[config.mk]
export PLATFORM = sky130hd
export DESIGN_NAME = regfile_sb_flat
export DESIGN_NICKNAME = d
export VERILOG_FILES = /design/src/rtl/regfile_sb_if.sv /design/src/rtl/regfile_sb.sv /design/src/flat_wrapper.sv
export SDC_FILE = /design/constraint.sdc
export NUM_CORES = 1
export LEC_CHECK = 0
export CAP_MARGIN = 10
export CORE_ASPECT_RATIO = 0.9
export CORE_UTILIZATION = 30
export CTS_BUF_LIST = sky130_fd_sc_hd__clkbuf_16
export DETAILED_ROUTE_END_ITERATION = 10
export SLEW_MARGIN = 10
export SYNTH_ARGS = -nofsm -noshare
export SYNTH_HDL_FRONTEND = slang
export SYNTH_SLANG_ARGS = --single-unit
[constraint.sdc]
create_clock -name clk -period 2.41 [get_ports clk]
set_clock_uncertainty 0.05 [all_clocks]
set_input_delay 0.241 -clock clk [delete_from_list [all_inputs] [get_ports clk]]
set_output_delay 0.241 -clock clk [all_outputs]
set_load 0.01 [all_outputs]
[src/rtl/regfile_sb_if.sv]
// Decode/write-back bus of the scoreboarded register file.
interface regfile_sb_if #(
  parameter int unsigned DW = 16,
  parameter int unsigned AW = 3
);
  logic [AW-1:0] ra_addr;
  logic [AW-1:0] rb_addr;
  logic [DW-1:0] ra_data;
  logic [DW-1:0] rb_data;
  logic          ra_pend;
  logic          rb_pend;
  logic          iss_valid;
  logic [AW-1:0] iss_addr;
  logic          wb_valid;
  logic [AW-1:0] wb_addr;
  logic [DW-1:0] wb_data;
  logic          clr_req;
  logic          clr_busy;

  modport master (
    output ra_addr, rb_addr, iss_valid, iss_addr, wb_valid, wb_addr, wb_data, clr_req,
    input  ra_data, rb_data, ra_pend, rb_pend, clr_busy
  );

  modport slave (
    input  ra_addr, rb_addr, iss_valid, iss_addr, wb_valid, wb_addr, wb_data, clr_req,
    output ra_data, rb_data, ra_pend, rb_pend, clr_busy
  );
endinterface

[src/rtl/regfile_sb.sv]
// Register file with two bypassed read ports, write-back port, pending
// scoreboard and a sequenced (or one-shot) clear engine.
module regfile_sb #(
  parameter int unsigned DW          = 16,
  parameter int unsigned AW          = 3,
  parameter bit          ZERO_REG    = 1'b1,
  parameter bit          CLR_ONESHOT = 1'b0
) (
  input  logic         clk,
  input  logic         rst,
  regfile_sb_if.slave  bus
);

  localparam int unsigned NREG = 1 << AW;
  localparam logic [AW-1:0] LAST = AW'(NREG - 1);

  typedef enum logic [1:0] {IDLE, WALK, DONE} state_t;

  state_t        state;
  state_t        state_nxt;
  logic [AW-1:0] cnt;
  logic [DW-1:0] rf [NREG];
  logic [NREG-1:0] sb;

  logic idle;
  logic wb_eff;
  logic iss_eff;
  logic ra_hit;
  logic rb_hit;
  logic ra_zero;
  logic rb_zero;

  // Effective write/issue qualification; clear engine blocks both.
  assign idle    = (state == IDLE);
  assign wb_eff  = idle && bus.wb_valid && !(ZERO_REG && (bus.wb_addr == '0));
  assign iss_eff = idle && bus.iss_valid && !(ZERO_REG && (bus.iss_addr == '0));
  assign ra_hit  = wb_eff && (bus.wb_addr == bus.ra_addr);
  assign rb_hit  = wb_eff && (bus.wb_addr == bus.rb_addr);
  assign ra_zero = ZERO_REG && (bus.ra_addr == '0);
  assign rb_zero = ZERO_REG && (bus.rb_addr == '0);

  // Clear FSM state register.
  always_ff @(posedge clk) begin
    if (rst) state <= IDLE;
    else     state <= state_nxt;
  end

  // Clear FSM next-state logic.
  always_comb begin
    state_nxt = state;
    case (state)
      IDLE:    if (bus.clr_req) state_nxt = CLR_ONESHOT ? DONE : WALK;
      WALK:    if (cnt == LAST) state_nxt = IDLE;
      DONE:    state_nxt = IDLE;
      default: state_nxt = IDLE;
    endcase
  end

  // Read ports: bypass the write-back, mask r0, stall decode while clearing.
  always_comb begin
    bus.ra_data  = '0;
    bus.rb_data  = '0;
    bus.ra_pend  = 1'b1;
    bus.rb_pend  = 1'b1;
    bus.clr_busy = 1'b1;
    if (idle) begin
      bus.clr_busy = 1'b0;
      bus.ra_pend  = sb[bus.ra_addr] & ~ra_hit;
      bus.rb_pend  = sb[bus.rb_addr] & ~rb_hit;
      if (ra_hit)        bus.ra_data = bus.wb_data;
      else if (!ra_zero) bus.ra_data = rf[bus.ra_addr];
      if (rb_hit)        bus.rb_data = bus.wb_data;
      else if (!rb_zero) bus.rb_data = rf[bus.rb_addr];
    end
  end

  // Array, scoreboard and walk counter; issue set wins over write-back clear.
  always_ff @(posedge clk) begin
    if (rst) begin
      for (int i = 0; i < int'(NREG); i++) rf[i] <= '0;
      sb  <= '0;
      cnt <= '0;
    end else if (state == IDLE) begin
      if (bus.clr_req && CLR_ONESHOT) begin
        for (int i = 0; i < int'(NREG); i++) rf[i] <= '0;
        sb <= '0;
      end else begin
        if (wb_eff) begin
          rf[bus.wb_addr] <= bus.wb_data;
          sb[bus.wb_addr] <= 1'b0;
        end
        if (iss_eff) sb[bus.iss_addr] <= 1'b1;
        if (bus.clr_req) cnt <= '0;
      end
    end else if (state == WALK) begin
      rf[cnt] <= '0;
      sb[cnt] <= 1'b0;
      if (cnt != LAST) cnt <= cnt + AW'(1);
    end
  end

endmodule
[src/flat_wrapper.sv]
// flat-port wrapper written by rule: the top's interface ports become plain ports
module regfile_sb_flat 
#(
  parameter int unsigned DW          = 16,
  parameter int unsigned AW          = 3,
  parameter bit          ZERO_REG    = 1'b1,
  parameter bit          CLR_ONESHOT = 1'b0
)
  (clk, rst, bus_ra_addr, bus_rb_addr, bus_iss_valid, bus_iss_addr, bus_wb_valid, bus_wb_addr, bus_wb_data, bus_clr_req, bus_ra_data, bus_rb_data, bus_ra_pend, bus_rb_pend, bus_clr_busy);
  regfile_sb_if #(.DW(DW), .AW(AW)) bus_i ();
  input  logic clk;
  input  logic rst;
  input wire logic [$bits(bus_i.ra_addr)-1:0] bus_ra_addr;
  input wire logic [$bits(bus_i.rb_addr)-1:0] bus_rb_addr;
  input wire logic [$bits(bus_i.iss_valid)-1:0] bus_iss_valid;
  input wire logic [$bits(bus_i.iss_addr)-1:0] bus_iss_addr;
  input wire logic [$bits(bus_i.wb_valid)-1:0] bus_wb_valid;
  input wire logic [$bits(bus_i.wb_addr)-1:0] bus_wb_addr;
  input wire logic [$bits(bus_i.wb_data)-1:0] bus_wb_data;
  input wire logic [$bits(bus_i.clr_req)-1:0] bus_clr_req;
  output wire logic [$bits(bus_i.ra_data)-1:0] bus_ra_data;
  output wire logic [$bits(bus_i.rb_data)-1:0] bus_rb_data;
  output wire logic [$bits(bus_i.ra_pend)-1:0] bus_ra_pend;
  output wire logic [$bits(bus_i.rb_pend)-1:0] bus_rb_pend;
  output wire logic [$bits(bus_i.clr_busy)-1:0] bus_clr_busy;
  assign bus_i.ra_addr = bus_ra_addr;
  assign bus_i.rb_addr = bus_rb_addr;
  assign bus_i.iss_valid = bus_iss_valid;
  assign bus_i.iss_addr = bus_iss_addr;
  assign bus_i.wb_valid = bus_wb_valid;
  assign bus_i.wb_addr = bus_wb_addr;
  assign bus_i.wb_data = bus_wb_data;
  assign bus_i.clr_req = bus_clr_req;
  assign bus_ra_data = bus_i.ra_data;
  assign bus_rb_data = bus_i.rb_data;
  assign bus_ra_pend = bus_i.ra_pend;
  assign bus_rb_pend = bus_i.rb_pend;
  assign bus_clr_busy = bus_i.clr_busy;
  regfile_sb #(.DW(DW), .AW(AW), .ZERO_REG(ZERO_REG), .CLR_ONESHOT(CLR_ONESHOT)) u_core (.clk(clk), .rst(rst), .bus(bus_i));
endmodule
==> results.md, run 1 <==
* Multiplexer area fraction after synthesis at 0.143
* Cell Area, Placed at 9360 um^2
* H-tree Lvls at 4
* Final instance area at 10300 um^2
* YS warnings at 0
* Critical path data arrival time at 2110 ps
* Leak at 3.93 nW
* Synth Area in Simple Gates at 0.147
* Setup crit start kind: primary input
* Ranking of synthesized cells by area: edfxtp_1 (45%), mux2i_1 (7.4%), nor2_1 (6.1%), mux2_2 (4.5%), a221o_1 (3.4%)
* Grt ovf at 0
* Post-synth EDFFs at 116
* Fmax at 417 MHz
* Power share of the combinational group at 0.181
* CP max stage delay at 430 ps
* Final Non-Filler Cells at 1175
* Pint at 4.90 mW
* Cell mode on critical path: buf_4
* DR WL/cell at 21.1 um
* RSZ-0062 raised after global routing: yes
* N_diodes at 0
* Antenna Nets Post-Route at 0
* Final Hold Violating Endpoints at 0
* Max Cap Viol at 0
* Area leader, netlist: edfxtp_1
* Mapped cell area at 7700 um^2
* Post-Place Cells at 1133
* Layout net count at 855
* Power share of the clock group at 0.427
* CTS tree: built
* Longest Clk Path Bufs at 2
* Hold crit path type: flip-flop to flip-flop
* Global-route wire length before repair at 37700 um
* Cell Pwr Density at 639 nW/um^2
* Starting density of the core at 0.306
* Avg Cell Area, Syn at 11.2 um^2
* Number of antenna violations at the first check in global routing at 0
* Dpl hpwl at 16400 um
* Top cell type's share of synthesized area at 0.452
* GRT Overall Usage at 0.195
* Top delay family on crit path: buffers and inverters
* Post-Synth Adder-Cell Area at 0.00325
* # rows at 55
* Largest family of logic cells by synthesized area: compound AO/OA/AOI/OAI gates
* TritonCTS Buffers at 17
* Seq/Total Area, Yosys at 0.483
* Synth Area in XOR/XNOR at 0.00893
* Final slew viol count at 0
* Area growth syn-to-layout at 33.8%
* Post-synth ARST share at 0
* Outcome: finished clean
* Synthesis-stage register bit count at 128
* DIE AREA at 26300 um^2
* Cells after Synth at 689
* Layout cell share with drive strength beyond 1 at 0.323
* CP Max Fanout at 5
* Final Cycle Share at 0.995
* Synth Area in Compound Gates at 0.154
* CTS clk-pin slew, worst paths at 60 ps
* Largest net degree at the start of global routing at 61
* CP Capture Type: output pin
* GPL Wtd Cong at 0.854
* Clock latency on the worst-skew pair at 420 ps
* CP max-delay cell: clkdlybuf4s50_1
* Yosys cell types at 56
* Dominant synthesized flop cell: edfxtp_1
* Vias in the first global route at 6296
* WS Path Type: primary input to output pin
* I/O pin total at 68
* CTS sink count at 128
* Clock root buffer: clkbuf_16
* CORE AREA at 25200 um^2
* Port bufs at 67
* Sequential power share at 0.392
* First drt pass iteration count at 5
* Via count at 6320
* Via-to-Cell Ratio at 5.38
* Chip height at 154 um
* WL final at 24800 um
* Net Sw Frac at 0.256
* Worst Path Buf+Inv at 5
* Final min period at 2400 ps
* Required @ worst endpoint at 2120 ps
* Sw power at 1.69 mW
* Crit path cell chain: clkdlybuf4s50_1 > buf_6 > xnor2_2 > buf_4 > nand3_4 > nor2_4 > buf_4 > o41ai_4 > dlygate4sd2_1
* Endpoints failing setup at 0
* Die Wd at 171 um
* Drt drc at 0
* DRT iter0 DRCs at 638
* Peak VDD IR at 0.480 mV
routing by layer:
layer  wire [um]  global-route usage
met1       11500               0.276
met2       11200               0.302
met3        1580              0.0288
met4         581              0.0710
met5           0                   0
cells in the final DEF (no fill, tap or decap), types with 8 or more instances in the layout:
master	n
buf_4	69
a221o_1	26
a21oi_1	18
dfxtp_1	11
a221oi_1	15
nand2_1	35
buf_2	12
a221oi_2	10
clkbuf_2	15
edfxtp_1	116
nor3_1	30
a211oi_2	18
mux2i_1	57
o21ai_0	11
clkbuf_16	17
mux2_2	31
inv_1	10
dlygate4sd2_1	9
mux4_2	8
buf_12	26
nor2_1	125
clkdlybuf4s50_1	25
registers in the layout, indices dropped and copies added, names as in the netlist:
signal and flops:
u_core.state 1, u_core.sb 8, u_core.rf 116, u_core.cnt 3
worst min-delay path, cell delays in order (launching register included):
cell     delay (ps)
dfxtp_1         320
inv_1            50
nor2_1           30
what timing repair did:
action	in CTS	in global routing
pin swaps	6	6
setup buffers	4	7
gates resized for setup	117	51
endpoints found under the setup margin	34	21
hold buffers	0	0
hold endpoints to repair	0	0
final timing paths:
path | slack, ps | from | depth (start not counted) | endpoint
max | 10 | bus_wb_addr[2] | 9 | bus_rb_data[1]
min | 400 | u_core.sb[0] | 2 | u_core.sb[0]
max reg2reg | 330 | u_core.state[0] | 6 | u_core.rf[5][10]
min reg2reg | 400 | u_core.sb[0] | 2 | u_core.sb[0]
kinds of logic (layout without fill, tap and decap cells):
kind of cell,Yosys count,after routing
flops,128,128
buf+inv,69,210
xor+xnor,7,7
compound gates,141,141
simple gates,245,245
fa+ha+maj,2,2
other cells,1,4
mux,96,96
cells in the mapped netlist, types with 7 or more instances:
library cell	count
a221oi_1	26
edfxtp_1	116
mux2_2	31
o21ai_0	12
nand2_1	36
mux4_2	8
buf_4	8
buf_2	20
a21oi_1	18
a211oi_1	11
buf_6	12
nor3b_1	7
clkbuf_1	14
nor2_1	125
nand2b_1	7
a211oi_2	16
mux2i_1	57
nor3_1	33
inv_1	10
dfxtp_1	12
a221o_1	26
power by group through the flow:
stage               logic [mW]  clock network (mW)  registers [mW]
floorplan                0.612                   0            2.61
global placement          1.14                   0            2.62
detailed placement        1.14                   0            2.62
CTS                       1.17                2.83            2.58
global route              1.27                2.93            2.60
finish                    1.19                2.81            2.58
metrics by stage:
| step | util | setup WS, ps | setup TNS, ps | hold slack [ps] | total power [mW] |
|---|---|---|---|---|---|
| 6_report | 0.409 | 13.2 | 0 | 399 | 6.59 |
| 5_1_grt | 0.409 | -65.4 | -65.4 | 421 | 6.79 |
| 4_1_cts | 0.407 | -135 | -259 | 401 | 6.58 |
| 3_5_place_dp | 0.372 | -648 | -13480 | 393 | 3.77 |
| 3_3_place_gp | 0.372 | -633 | -13530 | 387 | 3.76 |
| 2_1_floorplan | - | 363 | 0 | 260 | 3.22 |
cell type report:
cell class | count | area, um^2
well taps | 342 | 428
repair buffers | 168 | 1640
clock inverters | 15 | 218
fillers | 2425 | 14900
inverters | 10 | 37.5
multi-input cells | 495 | 3840
clock buffers | 17 | 425
flip-flops and latches | 128 | 3720
Power figures use the tool's default switching activity.
==> run 2, diff against run 1 <==
--- a/config.mk
+++ b/config.mk
@@ -14,3 +14,4 @@
 export SYNTH_ARGS = -nofsm -noshare
 export SYNTH_HDL_FRONTEND = slang
 export SYNTH_SLANG_ARGS = --single-unit
+export TNS_END_PERCENT = 10
==> run 2 against run 1 <==
Compared with the run above: the run now ends with setup timing left; non-clock buffer count down 10; power is 0.34% lower; core utilization decreased by 0.53 points; via count decreased by 1.7%; cell count is 0.77% lower; fmax shrank 7.5%; sequential share of layout area rose by 0.47 points; clock power is essentially flat; cell area decreased by 1.3%; register-to-register slack barely moved.
==> results.md, run 2 (synthesized netlist as in run 1, its figures left out) <==
* Fmax at 386 MHz
* Setup crit start kind: primary input
* Highest metal layer with signal wires: met4
* Via-to-Cell Ratio at 5.33
* Antenna Nets Post-Route at 0
* DR WL/cell at 21.1 um
* Violated checks: setup timing
* Worst Path Buf+Inv at 4
* WL final at 24600 um
* Largest registers: u_core.rf (116), u_core.sb (8), u_core.cnt (3)
* Outcome: complete, but fails checks
* Max FFs per register at 116
* Peak VDD IR at 0.480 mV
* Grt ovf at 0
* DR WL met3 at 1700 um
* CTS clk-pin slew, worst paths at 60 ps
* # rows at 55
* First drt pass iteration count at 5
* Layout cell share with drive strength beyond 1 at 0.294
* Endpoints failing setup at 3
* Critical path data arrival time at 2300 ps
* Wl on met1 at 11200 um
* Slack of the critical path at -181 ps
* H-tree Lvls at 4
* Port bufs at 67
* Vias in the first global route at 6304
* Max Cap Viol at 0
* CP Capture Type: output pin
* Chip height at 154 um
* Final slew viol count at 0
* CTS sink count at 128
* I/O pin total at 68
* Cell Pwr Density at 645 nW/um^2
* Starting density of the core at 0.306
* WS Path Type: primary input to output pin
* Via count at 6212
* Final Hold Violating Endpoints at 0
* Layout fillers at 2430
* Dpl hpwl at 16400 um
* Layout net count at 845
* Hold crit path type: flip-flop to flip-flop
* Longest Clk Path Bufs at 2
* CTS Hold Bufs at 0
* DRT iter0 DRCs at 551
* GRT Overall Usage at 0.194
* RSZ-0062 raised after global routing: yes
* CP max-delay cell: clkdlybuf4s50_1
* Most frequent cells in the layout: nor2_1 (125), edfxtp_1 (116), buf_4 (64)
* Drt drc at 0
* Final min period at 2590 ps
* GPL Wtd Cong at 0.854
* Clock root buffer: clkbuf_16
* CP max stage delay at 560 ps
* Cell mode on critical path: clkdlybuf4s50_1
* Clock latency on the worst-skew pair at 420 ps
* Pwr Total at 6.57 mW
* Number of antenna violations at the first check in global routing at 1
* Top delay family on crit path: buffers and inverters
* Crit path cell chain: clkdlybuf4s50_1 > or2_4 > o21ai_4 > buf_8 > buf_12 > nor3_2 > a211oi_2 > clkdlybuf4s50_1
* CORE AREA at 25200 um^2
* Final Cycle Share at 1.08
* Die Wd at 171 um
* Required @ worst endpoint at 2120 ps
* Most common cell after layout, fill and taps aside: nor2_1
* Setup_tns at -486 ps
* Top reg by flops: u_core.rf
* CP Max Fanout at 16
* Routed wl met2 at 11100 um
* CTS tree: built
* Largest net degree at the start of global routing at 61
* DIE AREA at 26300 um^2
* Leak at 3.88 nW
* Global-route wire length before repair at 37600 um
* TritonCTS Buffers at 17
* Post CTS Setup Buffer Count at 0
* Area growth syn-to-layout at 32.1%
[run 2: changes by cell type in the layout (fill, tap and decap cells not counted), moves of 3 or more]
cell,change
a221oi_1,+5
a221oi_2,-4
dlygate4sd2_1,+4
clkbuf_2,-3
clkdlybuf4s50_1,+4
buf_2,-9
buf_4,-5
[run 2: per-layer routing]
layer,vias to the layer above,track usage
met2,248,0.300
met3,44,0.0355
met1,3047,0.269
met5,-,0
met4,0,0.0727
li1,2873,-
[run 2: area by class of cell]
type                    instances  area (um^2)  area share
well taps                     342          428      0.0420
multi-input cells             495         3750       0.369
clock inverters                15          218      0.0214
inverters                      10         37.5     0.00369
repair buffers                158         1590       0.156
flip-flops and latches        128         3720       0.366
diodes                          1         2.50    0.000246
clock buffers                  17          425      0.0418
[run 2: through the flow]
step | cell area [um^2] | std cells | hold slack [ps] | utilization | worst slack (ps)
5_1_grt | 10200 | 1166 | 421 | 0.404 | -258
6_report | 10200 | 1166 | 400 | 0.404 | -181
2_1_floorplan | 7720 | 692 | 260 | - | 363
3_3_place_gp | 9360 | 1133 | 387 | 0.372 | -633
4_1_cts | 10100 | 1165 | 401 | 0.402 | -272
3_5_place_dp | 9360 | 1133 | 393 | 0.372 | -648
[run 2: final timing paths]
path	cells past startpoint	start	slack (ps)	endpoint
max	8	bus_wb_addr[1]	-180	bus_rb_data[10]
max reg2reg	6	u_core.state[0]	340	u_core.rf[5][10]
min	2	u_core.sb[0]	400	u_core.sb[0]
min reg2reg	2	u_core.sb[0]	400	u_core.sb[0]
[run 2: timing repair]
action / in CTS / in global routing
endpoints found under the setup margin: 34 / 34
pin swaps: 4 / 3
gates resized for setup: 77 / 44
[run 2: worst register-to-register path, cell delays in order (launching register included)]
cell and delay [ps]:
dfxtp_2 380, buf_12 330, nor2b_1 330, nor2_1 100
o21ai_2 180, buf_4 340, nor2_1 120
[run 2: report_power, final]
| group | internal (mW) | switching (mW) |
|---|---|---|
| Combinational | 0.536 | 0.630 |
| Sequential | 2.52 | 0.0592 |
| Clock | 1.83 | 0.989 |
==> run 3, diff against run 2 <==
--- a/config.mk
+++ b/config.mk
@@ -5,6 +5,7 @@
 export SDC_FILE = /design/constraint.sdc
 export NUM_CORES = 1
 export LEC_CHECK = 0
+export ABC_AREA = 1
 export CAP_MARGIN = 10
 export CORE_ASPECT_RATIO = 0.9
 export CORE_UTILIZATION = 30
==> run 3 against run 2 <==
Compared with the run above: the flow still finishes with violations (setup timing); clock power shrank 5%; sequential cell count rose by 12; cell area is 8.0% higher; sequential power increased by 8.9%; synthesized cell count is 75% higher; setup slack better by 53 ps; critical path type is now flip-flop to output pin; critical endpoint is now bus_ra_data[7]; highest routed layer unchanged.
==> results.md, run 3 <==
* Outcome: complete, but fails checks
* Violated checks: setup timing
* Fmax at 394 MHz
* N_diodes at 0
* First drt pass iteration count at 5
* Post-synth ARST share at 0
* WL final at 30000 um
* RSZ-0062 raised after global routing: yes
* Final min period at 2540 ps
* Core Util, Final at 0.390
* Leak at 5.23 nW
* Endpoints failing setup at 1
* Layout cell share with drive strength beyond 1 at 0.115
* Area growth syn-to-layout at 27.2%
* CTS clk-pin slew, worst paths at 60 ps
* Synthesis-stage register bit count at 140
* Area leader, netlist: edfxtp_1
* Worst rel slew slack at 0.670
* Starting density of the core at 0.307
* Critical path data arrival time at 2250 ps
* Final Cycle Share at 1.05
* CTS tree: built
* Post-Place Cells at 1669
* Cell with the most instances after synthesis: nand2_1
* H-tree Lvls at 4
* Via-to-Cell Ratio at 5.09
* Largest registers: u_core.rf (128), u_core.sb (8), u_core.cnt (3)
* Required @ worst endpoint at 2120 ps
* Register area at 4080 um^2
* Global-route wire length before repair at 46800 um
* Top reg by flops: u_core.rf
* Vias in the first global route at 8191
* YS warnings at 0
* GRT Overall Usage at 0.211
* WS Path Type: flip-flop to output pin
* Most common cell after layout, fill and taps aside: nand2_1
* Yosys cell types at 27
* Cells after Synth at 1205
* I/O pin total at 68
* CTS Hold Bufs at 0
* Port bufs at 67
* Layout net count at 1364
* Dominant synthesized flop cell: edfxtp_1
* CP Capture Type: output pin
* Avg Cell Area, Syn at 7.17 um^2
* Drt drc at 0
* Die Wd at 181 um
* DRT iter0 DRCs at 905
* TritonCTS Buffers at 17
* CTS sink count at 140
* Ranking of synthesized cells by area: edfxtp_1 (44%), nand2_1 (17%), nor2_1 (8.1%), nand3_1 (7.5%), inv_1 (6.1%)
* DIE AREA at 29500 um^2
* Via count at 8658
* DR WL/cell at 17.6 um
* Antenna Nets Post-Route at 0
* Setup crit start kind: flip-flop
* Final Hold Violating Endpoints at 0
* Largest net degree at the start of global routing at 82
* Clock latency on the worst-skew pair at 430 ps
* Worst-margin pin slew at 490 ps
* Post CTS Setup Buffer Count at 0
* Longest Clk Path Bufs at 2
* Layout fillers at 2903
* Dpl hpwl at 20200 um
* Grt ovf at 0
* Post-synth EDFFs at 128
* CP Max Fanout at 15
* CORE AREA at 28200 um^2
* Top cell type's share of synthesized area at 0.445
* Clock root buffer: clkbuf_16
* Seq/Total Area, Yosys at 0.473
* # rows at 58
* Max FFs per register at 128
* Cell Pwr Density at 621 nW/um^2
* Top post-synthesis cells by count: nand2_1 (381), nor2_1 (187), inv_1 (140)
* Number of antenna violations at the first check in global routing at 0
* GPL Wtd Cong at 0.906
* Peak VDD IR at 0.563 mV
* Mapped cell area at 8640 um^2
* Hold crit path type: primary input to flip-flop
* Chip height at 163 um
* Max Cap Viol at 0
* Final Non-Filler Cells at 1702
* Final slew viol count at 0
* Slack of the critical path at -129 ps
* Setup_tns at -129 ps
* Area of the multi-input gates at 3780 um^2
* Most frequent cells in the layout: nand2_1 (381), nor2_1 (185), inv_1 (138)
[run 3: cell count changes after synthesis, sizes merged, moves of 27 or more]
cell / delta
o211ai: +36
a21oi: +28
nand3: +121
nor3: -31
a211oi: -27
nand2: +353
nor2: +64
mux2: -31
inv: +135
mux2i: -57
[run 3: final timing paths]
| kind | slack, ps | cells after the start | start | endpoint |
|---|---|---|---|---|
| setup / recovery | -130 | 8 | u_core.state[0] | bus_ra_data[7] |
| hold / removal | 430 | 6 | bus_wb_addr[0] | u_core.sb[5] |
| setup reg to reg | 240 | 8 | u_core.state[0] | u_core.rf[0][0] |
| hold reg to reg | 440 | 2 | u_core.sb[0] | u_core.sb[0] |
[run 3: metal layers]
metal / wire length (um) / GRT usage / vias to the layer above
li1: - / - / 4104
met1: 13400 / 0.294 / 4052
met2: 13000 / 0.323 / 451
met3: 2970 / 0.0410 / 51
met4: 718 / 0.0769 / 0
met5: 0 / 0 / -
[run 3: what timing repair did]
item                       in CTS  in global routing
gates resized for setup        48                  7
cloned                          1                  0
setup endpoints to repair      34                 15
[run 3: critical path, cell delays in order, from the launching register on]
cell and delay, ps:
dfxtp_1 310, inv_2 60, nand2_2 70, a21oi_4 180, nand3_2 140, buf_12 180
a21oi_1 190, buf_4 140, clkdlybuf4s50_1 540
[run 3: logic make-up after synthesis]
kind of cell / count (synthesis) / share of synthesized area
flip-flops: 140 / 0.473
adder cells (fa/ha/maj): 2 / 0.00290
other: 1 / 0.000434
buffers and inverters: 216 / 0.100
XOR/XNOR: 2 / 0.00203
AND/OR/NAND/NOR: 720 / 0.338
AO/OA/AOI/OAI: 124 / 0.0835
[run 3: stage by stage]
step	power, mW	hold slack [ps]	setup WS (ps)	cell area, um^2
after detailed placement	4.22	430	-408	10400
after global routing	7.10	457	-200	11000
after floorplan	3.57	268	219	8700
after global placement	4.21	424	-451	10400
final	6.82	429	-129	11000
after CTS	6.85	421	-148	11000
[run 3: layout make-up]
class / instances / area share
repair buffers: 160 / 0.140
inverters: 146 / 0.0499
clock inverters: 15 / 0.0146
clock buffers: 17 / 0.0387
multi-input cells: 864 / 0.344
well taps: 360 / 0.0410
flip-flops and latches: 140 / 0.372
[run 3: power breakdown]
group	internal, mW	switching (mW)	total [mW]	leakage, nW
Sequential	2.77	0.0379	2.81	1.41
Clock	1.54	1.13	2.67	0.292
Combinational	0.492	0.845	1.34	3.53
